$ cat config.mk
export PLATFORM = sky130hd
export DESIGN_NAME = fetch_stage
export DESIGN_NICKNAME = d
export VERILOG_FILES = /design/src/rtl/pipeline_pkg.sv /design/src/rtl/fetch_stage_ifid_reg.sv /design/src/rtl/fetch_stage.sv
export SDC_FILE = /design/constraint.sdc
export NUM_CORES = 1
export LEC_CHECK = 0
export CELL_PAD_IN_SITES_DETAIL_PLACEMENT = 1
export CELL_PAD_IN_SITES_GLOBAL_PLACEMENT = 1
export CORE_ASPECT_RATIO = 0.6
export CORE_MARGIN = 2
export CORE_UTILIZATION = 31
export CTS_CLUSTER_SIZE = 14
export DETAILED_ROUTE_END_ITERATION = 16
export PLACE_DENSITY_LB_ADDON = 0.1
export SLEW_MARGIN = 15
export SYNTH_ARGS = -nofsm -noshare
export SYNTH_HDL_FRONTEND = slang
export SYNTH_SLANG_ARGS = --single-unit
export TNS_END_PERCENT = 100
$ cat constraint.sdc
create_clock -name clk -period 4.14 [get_ports clk]
set_input_delay 0.621 -clock clk [delete_from_list [all_inputs] [get_ports clk]]
set_output_delay 0.621 -clock clk [all_outputs]
set_load 0.05 [all_outputs]
$ cat src/rtl/pipeline_pkg.sv
// Shared definitions for the ARM pipeline front end: word width, PC step,
// the MOV r0,r0 bubble, fetch state encoding and small arithmetic helpers.
package pipeline_pkg;

  localparam int                  WORD_W    = 32;
  localparam logic [WORD_W-1:0]   PC_INC    = 32'd4;
  localparam logic [WORD_W-1:0]   NOP_WORD  = 32'hE1A0_0000;
  localparam logic [WORD_W-1:0]   COUNT_MAX = 32'hFFFF_FFFF;

  typedef enum logic {
    RUN  = 1'b0,
    HALT = 1'b1
  } fetch_state_e;

  // A word fetch at addr is legal when the whole word lies inside memory.
  function automatic logic fetch_in_range(input logic [WORD_W-1:0] addr,
                                          input logic [WORD_W-1:0] limit);
    return addr <= (limit - PC_INC);
  endfunction

  function automatic logic [WORD_W-1:0] sat_inc(input logic [WORD_W-1:0] value);
    return (value == COUNT_MAX) ? value : value + 32'd1;
  endfunction

  function automatic logic [WORD_W-1:0] word_align(input logic [WORD_W-1:0] addr);
    return addr & ~32'd3;
  endfunction

endpackage

$ cat src/rtl/fetch_stage_ifid_reg.sv
// IF/ID pipeline register: holds the fetched instruction, its PC+4 and a
// valid flag; a flush loads the bubble instead of the incoming word.
module ifid_reg
  import pipeline_pkg::*;
#(
  parameter logic [WORD_W-1:0] NOP_INSTR = NOP_WORD
) (
  input  logic              clk,
  input  logic              reset,
  input  logic              enable,
  input  logic              flush,
  input  logic [WORD_W-1:0] next_instr,
  input  logic [WORD_W-1:0] next_pc4,
  output logic [WORD_W-1:0] instr,
  output logic [WORD_W-1:0] pc4,
  output logic              valid
);

  // IF -> ID boundary
  always_ff @(posedge clk or posedge reset) begin
    if (reset) begin
      instr <= NOP_INSTR;
      pc4   <= '0;
      valid <= 1'b0;
    end else if (enable) begin
      if (flush) begin
        instr <= NOP_INSTR;
        pc4   <= '0;
        valid <= 1'b0;
      end else begin
        instr <= next_instr;
        pc4   <= next_pc4;
        valid <= 1'b1;
      end
    end
  end

endmodule

$ cat src/rtl/fetch_stage.sv
// IF stage: owns the PC and fetch state, drives instruction memory and
// fills IF/ID, handling stalls, branch redirects and out-of-range halting.
module fetch_stage
  import pipeline_pkg::*;
#(
  parameter logic [WORD_W-1:0] RESET_PC   = 32'h0000_0000,
  parameter int unsigned       ADDR_LIMIT = 256,
  parameter logic [WORD_W-1:0] NOP_INSTR  = NOP_WORD
) (
  input  logic              clk,
  input  logic              reset,
  input  logic              stall,
  input  logic              branch_taken,
  input  logic [WORD_W-1:0] branch_target,
  input  logic [WORD_W-1:0] inst_data,
  output logic [WORD_W-1:0] inst_addr,
  output logic              inst_enable,
  output logic [WORD_W-1:0] ifid_instr,
  output logic [WORD_W-1:0] ifid_pc4,
  output logic              ifid_valid,
  output logic              halted,
  output logic [WORD_W-1:0] fetch_count
);

  localparam logic [WORD_W-1:0] LIMIT = WORD_W'(ADDR_LIMIT);

  fetch_state_e      state, state_next;
  logic [WORD_W-1:0] pc, pc_next;
  logic [WORD_W-1:0] count_next;
  logic [WORD_W-1:0] pc_plus4;
  logic [WORD_W-1:0] target;
  logic              capture;
  logic              ifid_enable;

  assign pc_plus4 = pc + PC_INC;
  assign target   = word_align(branch_target);

  // Priority: branch redirect, then stall, then the per-state fetch action.
  always_comb begin
    state_next = state;
    pc_next    = pc;
    count_next = fetch_count;
    capture    = 1'b0;
    if (branch_taken) begin
      pc_next    = target;
      state_next = fetch_in_range(target, LIMIT) ? RUN : HALT;
    end else if (!stall) begin
      if (state == RUN) begin
        if (fetch_in_range(pc, LIMIT)) begin
          capture    = 1'b1;
          pc_next    = pc_plus4;
          count_next = sat_inc(fetch_count);
        end else begin
          state_next = HALT;
        end
      end
    end
  end

  // PC / state / counter boundary
  always_ff @(posedge clk or posedge reset) begin
    if (reset) begin
      state       <= RUN;
      pc          <= RESET_PC;
      fetch_count <= '0;
    end else begin
      state       <= state_next;
      pc          <= pc_next;
      fetch_count <= count_next;
    end
  end

  // Branch flushes even during a stall; otherwise IF/ID follows the stall.
  assign ifid_enable = !stall || branch_taken;

  ifid_reg #(
    .NOP_INSTR (NOP_INSTR)
  ) u_ifid (
    .clk        (clk),
    .reset      (reset),
    .enable     (ifid_enable),
    .flush      (!capture),
    .next_instr (inst_data),
    .next_pc4   (pc_plus4),
    .instr      (ifid_instr),
    .pc4        (ifid_pc4),
    .valid      (ifid_valid)
  );

  assign inst_addr   = pc;
  assign inst_enable = (state == RUN) && !stall && !reset;
  assign halted      = (state == HALT);

endmodule

# After elaboration in Yosys (flattened, before gate mapping)
# Cells that the tools add are included.
dict set report classes {
  muxes 16
  n_reduce_logical 8
  magnitude_cmp 2
  addsub 2
  n_eq_ne 3
  n_bitwise 4
}
# operator n
set ops {}
lappend ops {{32-bit 2-to-1 mux} 6}
lappend ops {{32-bit by 8-bit <= comparator with 1-bit output, second input constant} 2}
lappend ops {{32-bit by 1-bit adder with 32-bit output, second input constant} 1}
lappend ops {{32-bit by 3-bit adder with 32-bit output, second input constant} 1}
lappend ops {{32-bit equality test, second input constant} 1}
lappend ops {{1-bit 2-to-1 mux} 10}
lappend ops {{5-bit AND reduction} 1}
lappend ops {{1-bit inverter} 4}
lappend ops {{3-bit AND reduction} 1}
lappend ops {{1-bit logical AND} 2}
lappend ops {{1-bit logical NOT} 2}
lappend ops {{2-bit by 1-bit != test with 1-bit output, second input constant} 1}
lappend ops {{2-bit != test, second input constant} 1}
lappend ops {{2-bit nonzero test} 1}
lappend ops {{1-bit logical OR} 1}
dict set report totals {
  inputBits 68
  out_inout_bits 131
  elab_cells 41
  regBits 130
}

# Longest topological paths before layout
# Gate-level depths: netlist of run 1.
dict set report depth {
  ltp_word 6
  mapped_depth 7
  ltp_nobuf 6
}

# Hierarchy
# Synthesis of run 1 repeated with hierarchy kept, for this count alone.
dict set report hier_totals {
  cells_unflattened 474
  area_unflattened_um2 5749.3
}
# module cells_each area_per_inst_um2 seq_area_each_um2 instances
set modules_own_cells {}
lappend modules_own_cells {fetch_stage 326 3429.5 1576.5 1}
lappend modules_own_cells {ifid_reg 148 2319.7 1634.1 1}

# Least setup slack after synthesis of run 1
# OpenSTA, ideal clock, no wires.
dict set report synth_path {
  kind {input -> output}
  startpoint {input port stall}
  endpoint {output port inst_enable}
  n_path_buf 2
  setup_slack_ns 1.538
  cell_stages 3
  t_arrival_ns 1.981
  path_cell_list {buf_6 -> clkbuf_1 -> nor3_1}
}
dict set report synth_via {
  elab_chain_len 3
}
# item line_no
set synth_rtl {}
lappend synth_rtl {{start, declared} fetch_stage.sv:12} ;# input logic stall,
lappend synth_rtl {{1-bit logical NOT} fetch_stage.sv:91} ;# assign inst_enable = (state == RUN) && !stall && !reset;
lappend synth_rtl {{1-bit logical AND (2 in a row)} fetch_stage.sv:91}
lappend synth_rtl {{end, declared} fetch_stage.sv:17} ;# output logic inst_enable,
# Every way passes these cells.

# Final worst setup path of run 1
# Ends and elaborated chain as after synthesis.

==> flow_metrics.py, run 1 <==
metrics = {
    "outcome": {
        "run_status": "complete, no violations",
    },
    "worst_setup_path": {
        "reg2reg_depth": 7,
        "startpoint_type": "input pin",
        "crit_slowest_cell": "clkdlybuf4s50_1",
        "critPathKind": "in2out",
        "crit_cells": 3,
        "crit_family": "buffers and inverters",
        "cp-end-kind": "primary output",
        "reg2reg_slack_ns": 1.56,
        "cp_slowest_stage_delay_ns": 0.83,
        "cpMostUsedCell": "clkdlybuf4s50_1",
        "timing.rr.end": "fetch_count[1]",
        "crit_path_end": "inst_enable",
        "path_buf_inv": 2,
        "critical_path.startpoint": "stall",
        "critPathRequiredTime_ns": 3.52,
        "crit_chain": "clkdlybuf4s50_1 -> nor3_1 -> clkdlybuf4s50_1",
        "regToRegStartpoint": "fetch_count[0]",
        "path_max_fanout": 9,
        "crit_arrival_ns": 2.26,
    },
    "synthesis": {
        "yosys-top-cells-area": "dfrtp_1 (57%), xnor2_1 (6.0%), mux2_2 (4.8%)",
        "ys_warn_count": 0,
        "synth_ff_type": "dfrtp_1",
        "synth.most_common_cell": "dfrtp_1",
        "ys_seq_area_share_pct": 59.5,
        "async_flop_share_pct": 100,
        "syn-instance-count": 425,
        "synth.distinct_cells": 44,
        "synth_edf_count": 0,
        "synth.avg_cell_area_um2": 12.6,
        "synth_top_cell_area_share_pct": 56.5,
        "synthTopCellsByCount": "dfrtp_1 (121), xnor2_1 (37), and3_1 (33)",
        "syn_area_mm2": 0.00536,
        "synth_top_area_cell": "dfrtp_1",
        "ys_seq_elements": 127,
    },
    "clock_network": {
        "cts_resized": 0,
        "tritoncts": "yes",
        "cts_setup_buffers": 0,
        "cts_buffer_depth": 2,
        "hold_buffers": 0,
        "clk_pin_slew_ns": 0.06,
        "root_buffer": "clkbuf_16",
        "insertion_delay_ns": 0.41,
        "cts_buffers": 17,
        "ctsHtreeMaxLevel": 4,
        "cts_sinks": 127,
    },
    "sta": {
        "fmax_mhz": 347,
        "rsz0062_at_grt": "no",
        "hold_viol_final": 0,
        "min_period_ns": 2.88,
        "setup_viol": 0,
        "worst_pin_slew_ns": 0.931,
        "slew_headroom_pct": 37.9,
        "slew_viol_final": 0,
        "period_share_pct": 69.6,
        "finClkSkew_ns": 0.0136,
        "fin_setup_tns_ns": 0,
    },
    "route": {
        "drt_iter0_drc": 212,
        "vias": 4223,
        "firstDrtPassIters": 4,
        "viasPerCell": 4.85,
        "drc": 0,
        "antenna_left": 0,
        "wirelength_um": 16500,
        "routedWlPerCell_um": 19.0,
    },
    "layout": {
        "drive_gt1_share_pct": 13.8,
        "antenna_cells": 0,
        "final_cells": 870,
        "syn_to_final_growth_pct": 52.5,
        "nNetsFinal": 693,
    },
    "grt": {
        "grt_usage_pct": 18.4,
        "antenna_found_initial": 0,
        "grt_start_max_net_pins": 51,
        "overflow": 0,
        "grt_pass1_vias": 4462,
        "grt_pass1_wl_um": 26400,
    },
    "floorplan": {
        "die-width_um": 174,
        "die_h_um": 106,
        "ioPinCount": 199,
        "coreArea_mm2": 0.0170,
        "rows": 37,
        "die_area_mm2": 0.0184,
        "start_util_pct": 31.4,
    },
    "pwr": {
        "p_leak_nw": 3.48,
        "power_density_mw_per_mm2": 393,
        "vdd_drop_max_mv": 0.231,
    },
    "worst_hold_path": {
        "min-delay-start": "u_ifid.valid",
        "hp-class": "reg2reg",
    },
    "flow_run": {
        "max_cap_viol_count": 0,
    },
    "place": {
        "globalplace.congestion": 0.774,
        "port_buffers": 194,
        "place_inst": 838,
        "dp.final_hpwl_um": 11900,
    },
}
## flip-flops by register name, indices dropped and copies added (netlist names)
register	count
halted	1
u_ifid.pc4	31
fetch_count	32
u_ifid.instr	32
inst_addr	30
u_ifid.valid	1
## worst register-to-register path, stage by stage (launching register included)
cell	delay (ns)
dfrtp_1	0.42
ha_1	0.25
nand3_1	0.17
nor2_1	0.36
nand4_1	0.45
buf_4	0.35
nand2_1	0.13
mux2_1	0.33
## layer usage
| layer | wire [um] | track usage, % |
|---|---|---|
| met4 | 53 | 4.38 |
| met2 | 7060 | 26.1 |
| met1 | 8160 | 26.8 |
| met3 | 1240 | 6.53 |
| met5 | 0 | 0 |
## power by group
| part | total (W) | switching (W) | internal [W] |
|---|---|---|---|
| registers | 0.00131 | 0.0000386 | 0.00127 |
| clock network | 0.00156 | 0.000573 | 0.000985 |
| logic | 0.000344 | 0.000204 | 0.000140 |
| total | 0.00321 | 0.000817 | 0.00239 |
## metrics by stage
| stage | instance area, um^2 | total power (W) | hold slack [ns] | setup slack [ns] | util, % |
|---|---|---|---|---|---|
| 2_1_floorplan | 5360 | 0.00151 | 0.645 | 0.145 | - |
| 3_3_place_gp | 7550 | 0.00167 | 0.461 | 1.11 | 44.3 |
| 3_5_place_dp | 7550 | 0.00168 | 0.479 | 1.08 | 44.3 |
| 4_1_cts | 8170 | 0.00326 | 0.495 | 1.26 | 48.0 |
| 5_1_grt | 8170 | 0.00334 | 0.517 | 1.18 | 48.0 |
| 6_report | 8170 | 0.00321 | 0.486 | 1.26 | 48.0 |
## cell type report
cell class,count,area (um^2)
clock buffer,20,457
clock inverter,12,159
fill,1828,8870
inverter,5,21.3
multi-input combinational,271,2050
sequential,127,3190
tap,234,293
timing repair buffer,201,2000
## worst min-delay path by stage
stage,end,slack [ns],depth (start not counted)
after CTS,u_ifid.valid,0.50,2
after global placement,u_ifid.valid,0.46,2
after global routing,u_ifid.pc4[7],0.52,2
final,u_ifid.valid,0.49,2
after floorplan,u_ifid.instr[31],0.65,2
after detailed placement,u_ifid.valid,0.48,2
## kinds of logic after synthesis
kind of cell,synth area share [%]
muxes,5.23
adders and majority gates,0.467
other,0.0700
AOI/OAI and AO/OA,7.03
DFF,59.5
buffers and inverters,2.45
xor gates and xnor gates,6.54
and+or+nand+nor,18.8
## layout by cell type, fill, tap and decap left out, types with 3 or more instances in the layout
cell	count
nand2_1	24
clkdlybuf4s50_1	193
o22a_1	5
o21ai_0	7
buf_4	6
dfstp_2	6
xnor2_1	37
nor2_1	8
dfrtp_1	121
and3_1	33
and4_1	7
nor3_1	9
xor2_1	3
and2_1	5
bufinv_16	3
nand4_1	23
mux2_2	23
nor4_1	5
a22o_1	27
o21ai_1	6
clkbuf_16	17
inv_1	4
nor4_2	3
nor4_4	5
clkinv_4	3
nand3_1	16
(Power assumes the default switching activity.)
==> run 2: changes to the inputs <==
--- a/config.mk
+++ b/config.mk
@@ -9,7 +9,7 @@
 export CELL_PAD_IN_SITES_GLOBAL_PLACEMENT = 1
 export CORE_ASPECT_RATIO = 0.6
 export CORE_MARGIN = 2
-export CORE_UTILIZATION = 31
+export CORE_UTILIZATION = 34
 export CTS_CLUSTER_SIZE = 14
 export DETAILED_ROUTE_END_ITERATION = 16
 export PLACE_DENSITY_LB_ADDON = 0.1
==> constraint.sdc (replaced) <==
create_clock -name clk -period 2.89 [get_ports clk]
set_input_delay 0.4335 -clock clk [delete_from_list [all_inputs] [get_ports clk]]
set_output_delay 0.4335 -clock clk [all_outputs]
set_load 0.05 [all_outputs]
==> flow_metrics.py, run 2 (synthesis results as in run 1) <==
metrics = {
    "sta": {
        "finClkSkew_ns": 0.0124,
        "hold_viol_final": 0,
        "fmax_mhz": 429,
        "rsz0062_at_grt": "no",
        "slew_viol_final": 0,
        "slew_headroom_pct": 50.1,
        "min_period_ns": 2.33,
        "worst_pin_slew_ns": 0.747,
        "fin_setup_tns_ns": 0,
        "period_share_pct": 80.6,
        "setup_viol": 0,
        "setup_slack_ns": 0.560,
    },
    "floorplan": {
        "die_area_mm2": 0.0168,
        "ioPinCount": 199,
        "die-width_um": 166,
        "start_util_pct": 34.9,
        "die_h_um": 101,
        "rows": 35,
        "coreArea_mm2": 0.0154,
    },
    "pwr": {
        "p_leak_nw": 3.50,
        "power_frac_comb_pct": 10.5,
        "vdd_drop_max_mv": 0.333,
        "intPower_w": 0.00356,
        "switching_share_pct": 24.9,
        "power.switching_w": 0.00118,
        "power_density_mw_per_mm2": 578,
        "power_frac_seq_pct": 39.6,
        "p_clk_share_pct": 50.0,
    },
    "clock_network": {
        "cts_buffer_depth": 2,
        "clk_pin_slew_ns": 0.06,
        "ctsHtreeMaxLevel": 4,
        "cts_sinks": 127,
        "tritoncts": "yes",
        "insertion_delay_ns": 0.41,
        "hold_buffers": 0,
        "cts_buffers": 17,
        "root_buffer": "clkbuf_16",
        "cts_setup_buffers": 0,
        "cts_resized": 0,
    },
    "place": {
        "globalplace.congestion": 0.794,
        "dp.final_hpwl_um": 11900,
        "placed_cell_area_mm2": 0.00755,
        "place_inst": 809,
        "place_ws_ns": 0.330,
        "port_buffers": 194,
    },
    "worst_setup_path": {
        "critPathRequiredTime_ns": 3.19,
        "cp_slowest_stage_delay_ns": 0.62,
        "crit_arrival_ns": 2.63,
        "critPathKind": "reg2reg",
        "path_max_fanout": 9,
        "cp-end-kind": "flip-flop",
        "crit_slowest_cell": "nor4_4",
        "startpoint_type": "flip-flop",
        "crit_chain": "nor4_2 -> nand3_4 -> nor4_4 -> nand4_1 -> xnor2_1",
    },
    "grt": {
        "grt_start_max_net_pins": 50,
        "met2_usage_pct": 28.4,
        "grt-busiest-layer": "met1",
        "globalRouteMet1Util_pct": 29.4,
        "use_met3_pct": 6.41,
        "grt_pass1_wl_um": 26100,
        "overflow": 0,
        "grt_usage_pct": 20.0,
        "grt_pass1_vias": 4488,
        "antenna_found_initial": 0,
    },
    "outcome": {
        "run_status": "complete, no violations",
    },
    "layout": {
        "final_util_pct": 53.3,
        "reg_top3": "fetch_count: 32 flops, u_ifid.instr: 32 flops, u_ifid.pc4: 31 flops",
        "final_cells": 841,
        "syn_to_final_growth_pct": 53.1,
        "fin_area_mm2": 0.00820,
        "antenna_cells": 0,
        "final_common_cell": "clkdlybuf4s50_1",
        "drive_gt1_share_pct": 14.1,
        "layout_common_cells": "clkdlybuf4s50_1 (192), dfrtp_1 (121), xnor2_1 (37)",
        "nNetsFinal": 695,
    },
    "route": {
        "drc": 0,
        "wirelength_um": 16500,
        "vias": 4282,
        "routedWlPerCell_um": 19.6,
        "antenna_left": 0,
        "drt_iter0_drc": 202,
        "firstDrtPassIters": 4,
        "viasPerCell": 5.09,
    },
    "flow_run": {
        "max_cap_viol_count": 0,
    },
    "worst_hold_path": {
        "hp-class": "in2reg",
    },
}
==> run 2: layout make-up <==
class / instances / area, um^2
repair buffers: 203 / 2040
flip-flops and latches: 127 / 3190
inverters: 5 / 22.5
fillers: 1574 / 7170
clock buffers: 19 / 433
well taps: 203 / 254
multi-input cells: 271 / 2050
clock inverters: 13 / 213
==> run 2: layer usage <==
layer  wire length [um]  share of wire (%)  up-vias
li1                   -                  -     1954
met1               8150                 50     2155
met2               7000                 42      157
met3               1140                6.9       16
met4                171                1.0        0
met5                  0                  0        -
==> run 2: metrics by stage <==
stage | hold slack [ns] | power, W
after floorplan | 0.554 | 0.00217
after global routing | 0.352 | 0.00490
final | 0.324 | 0.00474
after CTS | 0.329 | 0.00480
after detailed placement | 0.467 | 0.00241
after global placement | 0.458 | 0.00240
==> run 2: critical path, delay by kind of cell, from the launching register on <==
| family | cells | cell delay [ns] |
|---|---|---|
| and+or+nand+nor | 4 | 1.64 |
| DFF | 1 | 0.42 |
| xor gates and xnor gates | 1 | 0.16 |
==> run 2: path summary, 6_finish.rpt <==
kind                       slack, ns          endpoint  depth (start not counted)           from
min in group asynchronous       0.53    u_ifid.pc4[24]                          2          reset
max                             0.56   fetch_count[11]                          5  inst_addr[31]
max in group asynchronous       1.62  u_ifid.instr[24]                          3          reset
min reg2reg                     0.48      u_ifid.valid                          2   u_ifid.valid
max reg2reg                     0.56   fetch_count[11]                          5  inst_addr[31]
min                             0.32  u_ifid.instr[31]                          3   branch_taken
==> run 2: power by group through the flow <==
stage / combinational [W] / clock (W) / sequential, W
6_report: 0.000496 / 0.00237 / 0.00188
3_3_place_gp: 0.000492 / 0 / 0.00190
5_1_grt: 0.000527 / 0.00249 / 0.00188
2_1_floorplan: 0.000125 / 0 / 0.00204
3_5_place_dp: 0.000500 / 0 / 0.00191
4_1_cts: 0.000503 / 0.00242 / 0.00188
==> run 3: changes to the inputs <==
==> constraint.sdc (replaced) <==
create_clock -name clk -period 2.21 [get_ports clk]
set_input_delay 0.3315 -clock clk [delete_from_list [all_inputs] [get_ports clk]]
set_output_delay 0.3315 -clock clk [all_outputs]
set_load 0.05 [all_outputs]
==> flow_metrics.py, run 3 (synthesis results as in run 1) <==
metrics = {
    "clock_network": {
        "tritoncts": "yes",
        "cts_setup_buffers": 0,
        "cts_resized": 0,
        "hold_buffers": 0,
        "cts_sinks": 127,
        "clk_pin_slew_ns": 0.05,
        "root_buffer": "clkbuf_16",
        "cts_buffers": 17,
        "cts_buffer_depth": 2,
        "ctsHtreeMaxLevel": 4,
        "insertion_delay_ns": 0.40,
    },
    "route": {
        "firstDrtPassIters": 4,
        "routedWlPerCell_um": 19.3,
        "vias": 4315,
        "wirelength_um": 16400,
        "antenna_left": 0,
        "drt_iter0_drc": 250,
        "drc": 0,
        "viasPerCell": 5.08,
    },
    "place": {
        "place_ws_ns": 0.00954,
        "dp.final_hpwl_um": 11900,
        "globalplace.congestion": 0.804,
        "port_buffers": 194,
        "placed_cell_area_mm2": 0.00765,
    },
    "worst_setup_path": {
        "reg2reg_depth": 7,
        "reg2reg_slack_ns": 0.13,
        "path_max_fanout": 7,
        "crit_family": "buffers and inverters",
        "cp-end-kind": "primary output",
        "crit_chain": "clkdlybuf4s50_1",
        "startpoint_type": "flip-flop",
        "critPathRequiredTime_ns": 1.88,
        "crit_slowest_cell": "clkdlybuf4s50_1",
        "cp_slowest_stage_delay_ns": 0.87,
        "crit_arrival_ns": 1.77,
        "critPathKind": "reg2out",
        "timing.rr.end": "fetch_count[27]",
        "regToRegStartpoint": "inst_addr[31]",
        "path_buf_inv": 1,
    },
    "sta": {
        "worst_pin_slew_ns": 0.558,
        "setup_viol": 0,
        "min_period_ns": 2.10,
        "finClkSkew_ns": 0.00868,
        "hold_viol_final": 0,
        "slew_viol_final": 0,
        "setup_slack_ns": 0.108,
        "fmax_mhz": 476,
        "slew_headroom_pct": 62.7,
        "period_share_pct": 95.1,
        "timing.hold.ws_ns": 0.361,
        "fin_setup_tns_ns": 0,
        "rsz0062_at_grt": "no",
    },
    "grt": {
        "grt_pass1_vias": 4604,
        "grt_usage_pct": 20.0,
        "grt_pass1_wl_um": 26500,
        "grt_start_max_net_pins": 73,
        "overflow": 0,
        "antenna_found_initial": 0,
    },
    "layout": {
        "fin_area_mm2": 0.00819,
        "antenna_cells": 0,
        "layout_common_cells": "clkdlybuf4s50_1 (192), dfrtp_1 (121), xnor2_1 (37)",
        "syn_to_final_growth_pct": 52.9,
        "final_common_cell": "clkdlybuf4s50_1",
        "final-seq-area_mm2": 0.00319,
        "reg_top3": "fetch_count: 32 flops, u_ifid.instr: 32 flops, u_ifid.pc4: 31 flops",
        "fillers": 1561,
        "nNetsFinal": 704,
        "multi_input_area_mm2": 0.00205,
        "drive_gt1_share_pct": 15.1,
    },
    "floorplan": {
        "start_util_pct": 34.9,
        "coreArea_mm2": 0.0154,
        "rows": 35,
        "die_area_mm2": 0.0168,
        "ioPinCount": 199,
        "die-width_um": 166,
        "die_h_um": 101,
    },
    "worst_hold_path": {
        "hold_depth": 4,
        "min-delay-start": "branch_taken",
        "min_to": "fetch_count[0]",
        "hp-class": "in2reg",
    },
    "flow_run": {
        "max_cap_viol_count": 0,
    },
    "pwr": {
        "p_leak_nw": 3.51,
        "vdd_drop_max_mv": 0.427,
        "power_density_mw_per_mm2": 693,
    },
    "outcome": {
        "run_status": "complete, no violations",
    },
}
## run 3: per-stage QoR
step / power (W) / cells / util (%)
4_1_cts: 0.00578 / 850 / 53.3
6_report: 0.00568 / 850 / 53.3
5_1_grt: 0.00592 / 850 / 53.3
3_5_place_dp: 0.00315 / 818 / 49.8
2_1_floorplan: 0.00283 / 426 / -
3_3_place_gp: 0.00314 / 818 / 49.8
## run 3: area by class of cell
| cell class | instances | share of cell area, % |
|---|---|---|
| clock buffer | 21 | 5.50 |
| clock inverter | 11 | 1.15 |
| inverter | 5 | 0.275 |
| multi-input combinational | 271 | 25.1 |
| sequential | 127 | 38.9 |
| tap | 203 | 3.10 |
| timing repair buffer | 212 | 26.0 |
## run 3: worst max path at each step
stage | cells after the start | start | endpoint
after global routing | 6 | inst_addr[12] | fetch_count[27]
after global placement | 7 | stall | u_ifid.instr[21]
final | 1 | fetch_count[2] | fetch_count[2]
after detailed placement | 7 | stall | u_ifid.instr[30]
after floorplan | 6 | fetch_count[0] | fetch_count[24]
after CTS | 1 | fetch_count[2] | fetch_count[2]
## run 3: per-layer routing
metal	vias to the layer above	track usage, %	part of all wire [%]
met3	12	5.39	6.5
met5	-	0	0
met1	2197	29.1	49
li1	1971	-	-
met2	135	29.3	44
met4	0	5.82	0.95
## run 3: where the power goes
part	switching (W)	internal [W]	total, W
registers	0.0000703	0.00238	0.00245
clock network	0.00100	0.00157	0.00257
logic	0.000384	0.000268	0.000652
total	0.00146	0.00422	0.00568
